File: config.mk
export PLATFORM = sky130hd
export DESIGN_NAME = rob_recovery_ctrl
export DESIGN_NICKNAME = d
export VERILOG_FILES = /design/src/rtl/rob_recovery_ctrl_pkg.sv /design/src/rtl/rob_recovery_ctrl_age_cmp.sv /design/src/rtl/rob_recovery_ctrl.sv
export SDC_FILE = /design/constraint.sdc
export NUM_CORES = 1
export LEC_CHECK = 0
export ABC_AREA = 1
export BUFFER_PORTS_ARGS = -buffer_cell sky130_fd_sc_hd__buf_2
export CAP_MARGIN = 20
export CORE_UTILIZATION = 50
export DETAILED_ROUTE_END_ITERATION = 12
export PLACE_DENSITY = 0.91
export SYNTH_ARGS = -nofsm -noshare
export SYNTH_HDL_FRONTEND = slang
export SYNTH_SLANG_ARGS = --single-unit
File: constraint.sdc
create_clock -name clock -period 8 [get_ports clock]
set_input_delay 1.6 -clock clock [delete_from_list [all_inputs] [get_ports clock]]
set_output_delay 1.6 -clock clock [all_outputs]
set_load 0.005 [all_outputs]
File: src/rtl/rob_recovery_ctrl_pkg.sv
// rob_recovery_ctrl_pkg: shared types and age helper for the ROB recovery controller
package rob_recovery_ctrl_pkg;
  localparam int ROB_SZ = 8;
  localparam int IDX_W  = $clog2(ROB_SZ);
  typedef logic [IDX_W-1:0] rob_idx_t;
  typedef enum logic [1:0] {RR_IDLE, RR_WALK, RR_UNDO} rr_state_e;
  function automatic rob_idx_t rob_age(rob_idx_t idx, rob_idx_t head);
    return idx - head;
  endfunction
endpackage

File: src/rtl/rob_recovery_ctrl_age_cmp.sv
// rob_age_cmp: older_a is high when index a is strictly older than index b relative to head
module rob_age_cmp
  import rob_recovery_ctrl_pkg::*;
(
  input  logic [IDX_W-1:0] a,
  input  logic [IDX_W-1:0] b,
  input  logic [IDX_W-1:0] head,
  output logic             older_a
);
  assign older_a = rob_age(a, head) < rob_age(b, head);
endmodule

File: src/rtl/rob_recovery_ctrl.sv
// rob_recovery_ctrl: grants head retirement and walks the ROB youngest-to-branch on mispredict
// Ports: clock/reset (async, active-high); mispredict_valid/index, rob_head/tail/full, head_done in;
// walk_idx out with walk_rd/T/Told read back; move_head, fl_en/fl_preg, map_en/map_areg/map_preg,
// undo/undo_index, dispatch_stall, busy out. ROB_RECOVERY_STATS_EN adds squash_cnt/recovery_cnt.
module rob_recovery_ctrl
  import rob_recovery_ctrl_pkg::*;
#(
  parameter int AREG_W = 5,
  parameter int PREG_W = 6
) (
  input  logic              clock,
  input  logic              reset,
  input  logic              mispredict_valid,
  input  logic [IDX_W-1:0]  mispredict_index,
  input  logic [IDX_W-1:0]  rob_head,
  input  logic [IDX_W-1:0]  rob_tail,
  input  logic              rob_full,
  input  logic              head_done,
  output logic [IDX_W-1:0]  walk_idx,
  input  logic [AREG_W-1:0] walk_rd,
  input  logic [PREG_W-1:0] walk_T,
  input  logic [PREG_W-1:0] walk_Told,
  output logic              move_head,
  output logic              fl_en,
  output logic [PREG_W-1:0] fl_preg,
  output logic              map_en,
  output logic [AREG_W-1:0] map_areg,
  output logic [PREG_W-1:0] map_preg,
  output logic              undo,
  output logic [IDX_W-1:0]  undo_index,
  output logic              dispatch_stall,
`ifdef ROB_RECOVERY_STATS_EN
  output logic              busy,
  output logic [15:0]       squash_cnt,
  output logic [15:0]       recovery_cnt
`else
  output logic              busy
`endif
);
  rr_state_e state_q, state_d;
  rob_idx_t  ptr_q, ptr_d, tgt_q, tgt_d, ptr_m1, tail_m1;
  logic      newer, empty, squash;
  assign ptr_m1  = ptr_q - 1'b1;
  assign tail_m1 = rob_tail - 1'b1;
  assign empty   = rob_head == rob_tail && !rob_full;
  rob_age_cmp u_cmp (.a(mispredict_index), .b(tgt_q), .head(rob_head), .older_a(newer));
  always_comb begin
    state_d = state_q;
    ptr_d   = ptr_q;
    tgt_d   = tgt_q;
    if (state_q == RR_IDLE && mispredict_valid) begin
      tgt_d   = mispredict_index;
      ptr_d   = tail_m1;
      state_d = tail_m1 == mispredict_index ? RR_UNDO : RR_WALK;
    end else if (state_q == RR_WALK) begin
      // an older branch resolving mid-walk pulls the stop point further back
      tgt_d   = mispredict_valid && newer ? mispredict_index : tgt_q;
      ptr_d   = ptr_m1;
      state_d = rob_age(ptr_m1, rob_head) <= rob_age(tgt_d, rob_head) ? RR_UNDO : RR_WALK;
    end else if (state_q == RR_UNDO) begin
      state_d = RR_IDLE;
    end
  end
  always_ff @(posedge clock or posedge reset) begin
    if (reset) begin
      state_q <= RR_IDLE;
      ptr_q   <= '0;
      tgt_q   <= '0;
    end else begin
      state_q <= state_d;
      ptr_q   <= ptr_d;
      tgt_q   <= tgt_d;
    end
  end
  // entries writing r0 own no physical register, so they are walked without writes
  assign squash         = state_q == RR_WALK && walk_rd != '0;
  assign walk_idx       = ptr_q;
  assign move_head      = state_q == RR_IDLE && head_done && !empty && !mispredict_valid;
  assign fl_en          = squash;
  assign map_en         = squash;
  assign fl_preg        = squash ? walk_T : '0;
  assign map_areg       = squash ? walk_rd : '0;
  assign map_preg       = squash ? walk_Told : '0;
  assign undo           = state_q == RR_UNDO;
  assign undo_index     = undo ? tgt_q : '0;
  assign dispatch_stall = state_q != RR_IDLE;
  assign busy           = state_q != RR_IDLE;
`ifdef ROB_RECOVERY_STATS_EN
  logic [15:0] squash_cnt_q, squash_cnt_d, recovery_cnt_q, recovery_cnt_d;
  always_comb begin
    squash_cnt_d   = squash_cnt_q + {15'd0, state_q == RR_WALK && squash_cnt_q != 16'hFFFF};
    recovery_cnt_d = recovery_cnt_q + {15'd0, state_q == RR_UNDO && recovery_cnt_q != 16'hFFFF};
  end
  always_ff @(posedge clock or posedge reset) begin
    if (reset) begin
      squash_cnt_q   <= '0;
      recovery_cnt_q <= '0;
    end else begin
      squash_cnt_q   <= squash_cnt_d;
      recovery_cnt_q <= recovery_cnt_d;
    end
  end
  assign squash_cnt   = squash_cnt_q;
  assign recovery_cnt = recovery_cnt_q;
`endif
endmodule
# Word level (Yosys, flattened, before mapping)
# Cells that the tools add are included.
# word_totals
out_inout_bits	29
ff_bits	8
in_bits	31
# op_classes
n_eq_ne	4
n_addsub	6
reduce_logical	15
muxes	14
magnitude_cmp	2
# ops
op	n
$mux W3	6
$mux W6	2
$sub A3 B3 Y3	4
$mux W2	5
$logic_and A1 B1 Y1	7
$eq A3 B3 Y1	2
$sub A3 B1 Y3 const B	2
$mux W5	1
$reduce_bool A5 Y1	1
$reduce_bool A2 Y1	2
$le A3 B3 Y1	1
$logic_not A1 Y1	3
$lt A3 B3 Y1	1
$reduce_bool A3 Y1	1
$eq A2 B1 Y1 const B	1
$eq A2 B2 Y1 const B	1
$logic_not A2 Y1	1

# Longest topological paths before layout
# depth
depth_word	9
ltp_mapped	27
mapped_depth_nobuf	27

# Hierarchy
# From an unflattened synthesis, not the netlist that was laid out.
# unflattened
hier_cells	192
hier_area_um2	1192.4
# modules_own_cells
mod	seq_area_each_um2	cells_each	instances	area_per_inst_um2
rob_recovery_ctrl	200.2	158	1	987.2
rob_age_cmp	0.0	34	1	205.2

# Worst setup path before layout
# Ideal clock, no wire load.
# synth_timing
path_kind	input to register
startpoint	input port mispredict_index[0]
endpoint	register state_q[1]
setup_slack_ns	3.044
t_required_ns	7.876
path_stages	26
arrival_time_ns	4.832
setup_ns	0.124
n_path_buf	0
path_cell_list	inv_1 -> ha_1 -> inv_1 -> fa_1 -> xnor2_1 -> xor2_1 -> ha_1 -> nand2_1 -> inv_1 -> nor2_1 -> nand3_1 -> nand2_1 -> ha_1 -> inv_1 -> fa_1 -> xor2_1 -> inv_1 -> nand3_1 -> nand2_1 -> inv_1 -> ha_1 -> nand2_1 -> o21ai_0 -> nand2_1 -> nand2_1 -> nand3_1
# synth_via
elab_chain_len	9
# synth_rtl
element	line_no	rtl
from (decl)	rob_recovery_ctrl.sv:14	input logic [IDX_W-1:0] mispredict_index,
$sub A3 B3 Y3	rob_recovery_ctrl_pkg.sv:8	return idx - head;
$lt A3 B3 Y1	rob_recovery_ctrl_age_cmp.sv:10	assign older_a = rob_age(a, head) < rob_age(b, head);
$logic_and A1 B1 Y1	rob_recovery_ctrl.sv:57	tgt_d = mispredict_valid && newer ? mispredict_index : tgt_q;
$mux W3	rob_recovery_ctrl.sv:57	
$sub A3 B3 Y3	rob_recovery_ctrl_pkg.sv:8	
$le A3 B3 Y1	rob_recovery_ctrl.sv:59	state_d = rob_age(ptr_m1, rob_head) <= rob_age(tgt_d, rob_head) ? RR_UNDO : RR_WALK;
$mux W2	rob_recovery_ctrl.sv:59	
$mux W2	rob_recovery_ctrl.sv:55	end else if (state_q == RR_WALK) begin
$mux W2 *	rob_recovery_ctrl.sv:51	if (state_q == RR_IDLE && mispredict_valid) begin
to (signal assigned)	rob_recovery_ctrl.sv:70	state_q <= state_d;
to (decl)	rob_recovery_ctrl.sv:40	rr_state_e state_q, state_d;
# Every way passes the cells marked *; elsewhere a longest branch is shown, timed or not.
# A chain may end at the register's enable or synchronous reset.

# Worst setup path after layout
# Ends and elaborated chain as after synthesis.

==> results_dict.tcl <==
set metrics [dict create \
    status "completed" \
    grt_util_all_layers_pct 23.9 \
    multi_input_area_um2 790 \
    timing.reg2reg.setup_slack_ps 3910 \
    cts_sinks 8 \
    initial_core_util_pct 53.9 \
    cts_tree "done" \
    drtIter0Drc 17 \
    finalInstanceArea_um2 1540 \
    hold_buffers 0 \
    grt_pass1_vias 1189 \
    insertedDiodeCount 0 \
    remaining_drc_errors 0 \
    cp-startpoint "mispredict_index[0]" \
    num_rows 17 \
    die_width_um 51.3 \
    cp.arrival_ps 5320 \
    ys_types 23 \
    timing.critical_path.to "state_q[1]" \
    startpoint_type "input port" \
    ios 60 \
    ir_drop_uv 95.2 \
    setup.worst_path.class "in -> reg" \
    synth_nets 233 \
    dieHeight_um 51.3 \
    period_needed_ps 5180 \
    grt_pass1_wl_um 4640 \
    crit_path_end_kind "flip-flop" \
    reg2reg_depth 26 \
    timing.final.crit_share_pct 64.8 \
    numPortBuffers 59 \
    die-area_um2 2630 \
    clock_skew_ps 5.48 \
    setup_viol 0 \
    rsz0062_at_grt "no" \
    power_density_nw_per_um2 96.0 \
    overflow 0 \
    min_path_type "reg -> reg" \
    cp_slowest_cell "fa_1" \
    timing.max_cap.violations 0 \
    cts_setup_buffers 0 \
    viasPerCell 4.82 \
    routedWlPerCell_um 10.5 \
    slowest_delay_ps 390 \
    num_vias 1316 \
    grt_max_degree 16 \
    fmax_mhz 193 \
    ant_nets 0 \
    path_delay_family "adder cells" \
    relSlewSlack_pct 79.2 \
    insertion_delay_ps 250 \
    ff_latch_area_um2 200 \
    p_leak_nw 0.988 \
    clock_path_buffers 2 \
    core_um2 2250 \
    cp_max_fo 5 \
    crit_required_ps 8140 \
    fin_setup_tns_ps 0 \
    placed_area_um2 1520 \
    path_buf_inv 7 \
    utilization_pct 68.2 \
    tightest_slew_ps 311 \
    firstDrtPassIters 4 \
    root_buffer "clkbuf_4" \
    r2r_end "state_q[1]" \
    place.gp.congestion 0.877 \
    n_fill_cell 205 \
    dp_hpwl_um 2490 \
    postRouteWirelength_um 2870 \
    clkTransAtPathRegs_ps 50 \
    r2r-start "tgt_q[0]" \
    ys_ff_latch 8 \
    drv_slew 0 \
    finalHoldViolCount 0 \
    synthesis.area_um2 1220 \
    crit_cells 27 \
    drive_gt1_share_pct 31.8 \
    yosys_warnings 0 \
    fin_nets 293 \
    cts_buffers 3 \
    syn-mean-instance-area_um2 6.50 \
    antenna_found_initial 0 \
    yosysSeqAreaShare_pct 16.5 \
    syn_inst 187 \
    postCtsResizedCells 0 \
    area_growth_pct 26.4 \
    cts_max_level 1 \
]
-- worst min-delay path: stages, from the launching register on --
cell and delay (ps):
dfrtp_1 330, nand2_1 50, nand3_1 80
-- logic make-up after synthesis --
kind of cell / after synthesis / synth area share [%]
and+or+nand+nor: 90 / 35.1
buffers and inverters: 56 / 18.6
adders and majority gates: 15 / 17.9
AOI/OAI and AO/OA: 7 / 4.01
DFF: 8 / 16.5
xor gates and xnor gates: 11 / 7.92
-- state kept, by name, indices dropped and copies added (netlist names) --
register	count
tgt_q	3
state_q	2
walk_idx	3
-- synth_stat cells --
library cell | number | share of area, %
xnor2_1 | 7 | 5.0
inv_2 | 1 | 0.31
xor2_1 | 4 | 2.9
fa_1 | 4 | 6.6
buf_6 | 1 | 0.93
o211ai_1 | 1 | 0.62
ha_1 | 11 | 11
o21ai_0 | 1 | 0.41
dfrtp_1 | 8 | 16
a21oi_1 | 3 | 1.2
nand4_1 | 2 | 1.0
inv_1 | 51 | 16
clkbuf_2 | 1 | 0.41
nor2_1 | 13 | 4.0
nand3_1 | 21 | 8.6
nor2_2 | 10 | 5.1
nand2_1 | 39 | 12
and2_1 | 1 | 0.51
nor2_4 | 3 | 2.8
buf_4 | 2 | 1.2
o221ai_2 | 1 | 1.2
a31oi_1 | 1 | 0.51
nand2_4 | 1 | 0.93
-- area by class of cell --
cell class,instances,area share (%)
clock buffers,3,1.46
inverters,52,12.7
multi-input cells,123,51.3
flip-flops and latches,8,13.0
well taps,28,2.28
repair buffers,59,19.2
-- stage by stage --
stage / power (mW) / cells / hold WS [ps] / setup slack, ps
finish: 0.148 / 273 / 502 / 2820
detailed placement: 0.118 / 270 / 494 / 2610
global route: 0.164 / 273 / 525 / 2610
floorplan: 0.0970 / 187 / 465 / 3040
global placement: 0.114 / 270 / 483 / 2770
CTS: 0.148 / 273 / 508 / 2870
-- power by group --
part	internal (mW)	switching, mW
clock	0.0171	0.0124
sequential	0.0413	0.000820
combinational	0.0314	0.0447
-- layout by cell type, fill, tap and decap left out, drive strengths merged --
cell type  count
a21oi          3
a31oi          1
and2           1
buf           59
clkbuf         3
dfrtp          8
fa             4
ha            11
inv           52
nand2         40
nand3         21
nand4          2
nor2          26
o211ai         1
o21ai          1
o221ai         1
xnor2          7
xor2           4
-- per-layer routing --
metal  vias up  track usage (%)  part of all wire, %
met2        41             46.1                   53
met5         -                0                    0
met3         6             5.36                  4.9
met1       594             25.3                   41
met4         0             7.21                  1.3
li1        675                -                    -
-- worst min-delay path by stage --
| stage | startpoint | to | slack [ps] | depth (start not counted) |
|---|---|---|---|---|
| CTS | tgt_q[0] | tgt_q[0] | 510 | 2 |
| global route | tgt_q[0] | tgt_q[0] | 520 | 2 |
| global placement | tgt_q[0] | tgt_q[0] | 480 | 2 |
| finish | tgt_q[0] | tgt_q[0] | 500 | 2 |
| detailed placement | tgt_q[0] | tgt_q[0] | 490 | 2 |
| floorplan | tgt_q[0] | tgt_q[0] | 470 | 2 |
Power figures use the tool's default switching activity.
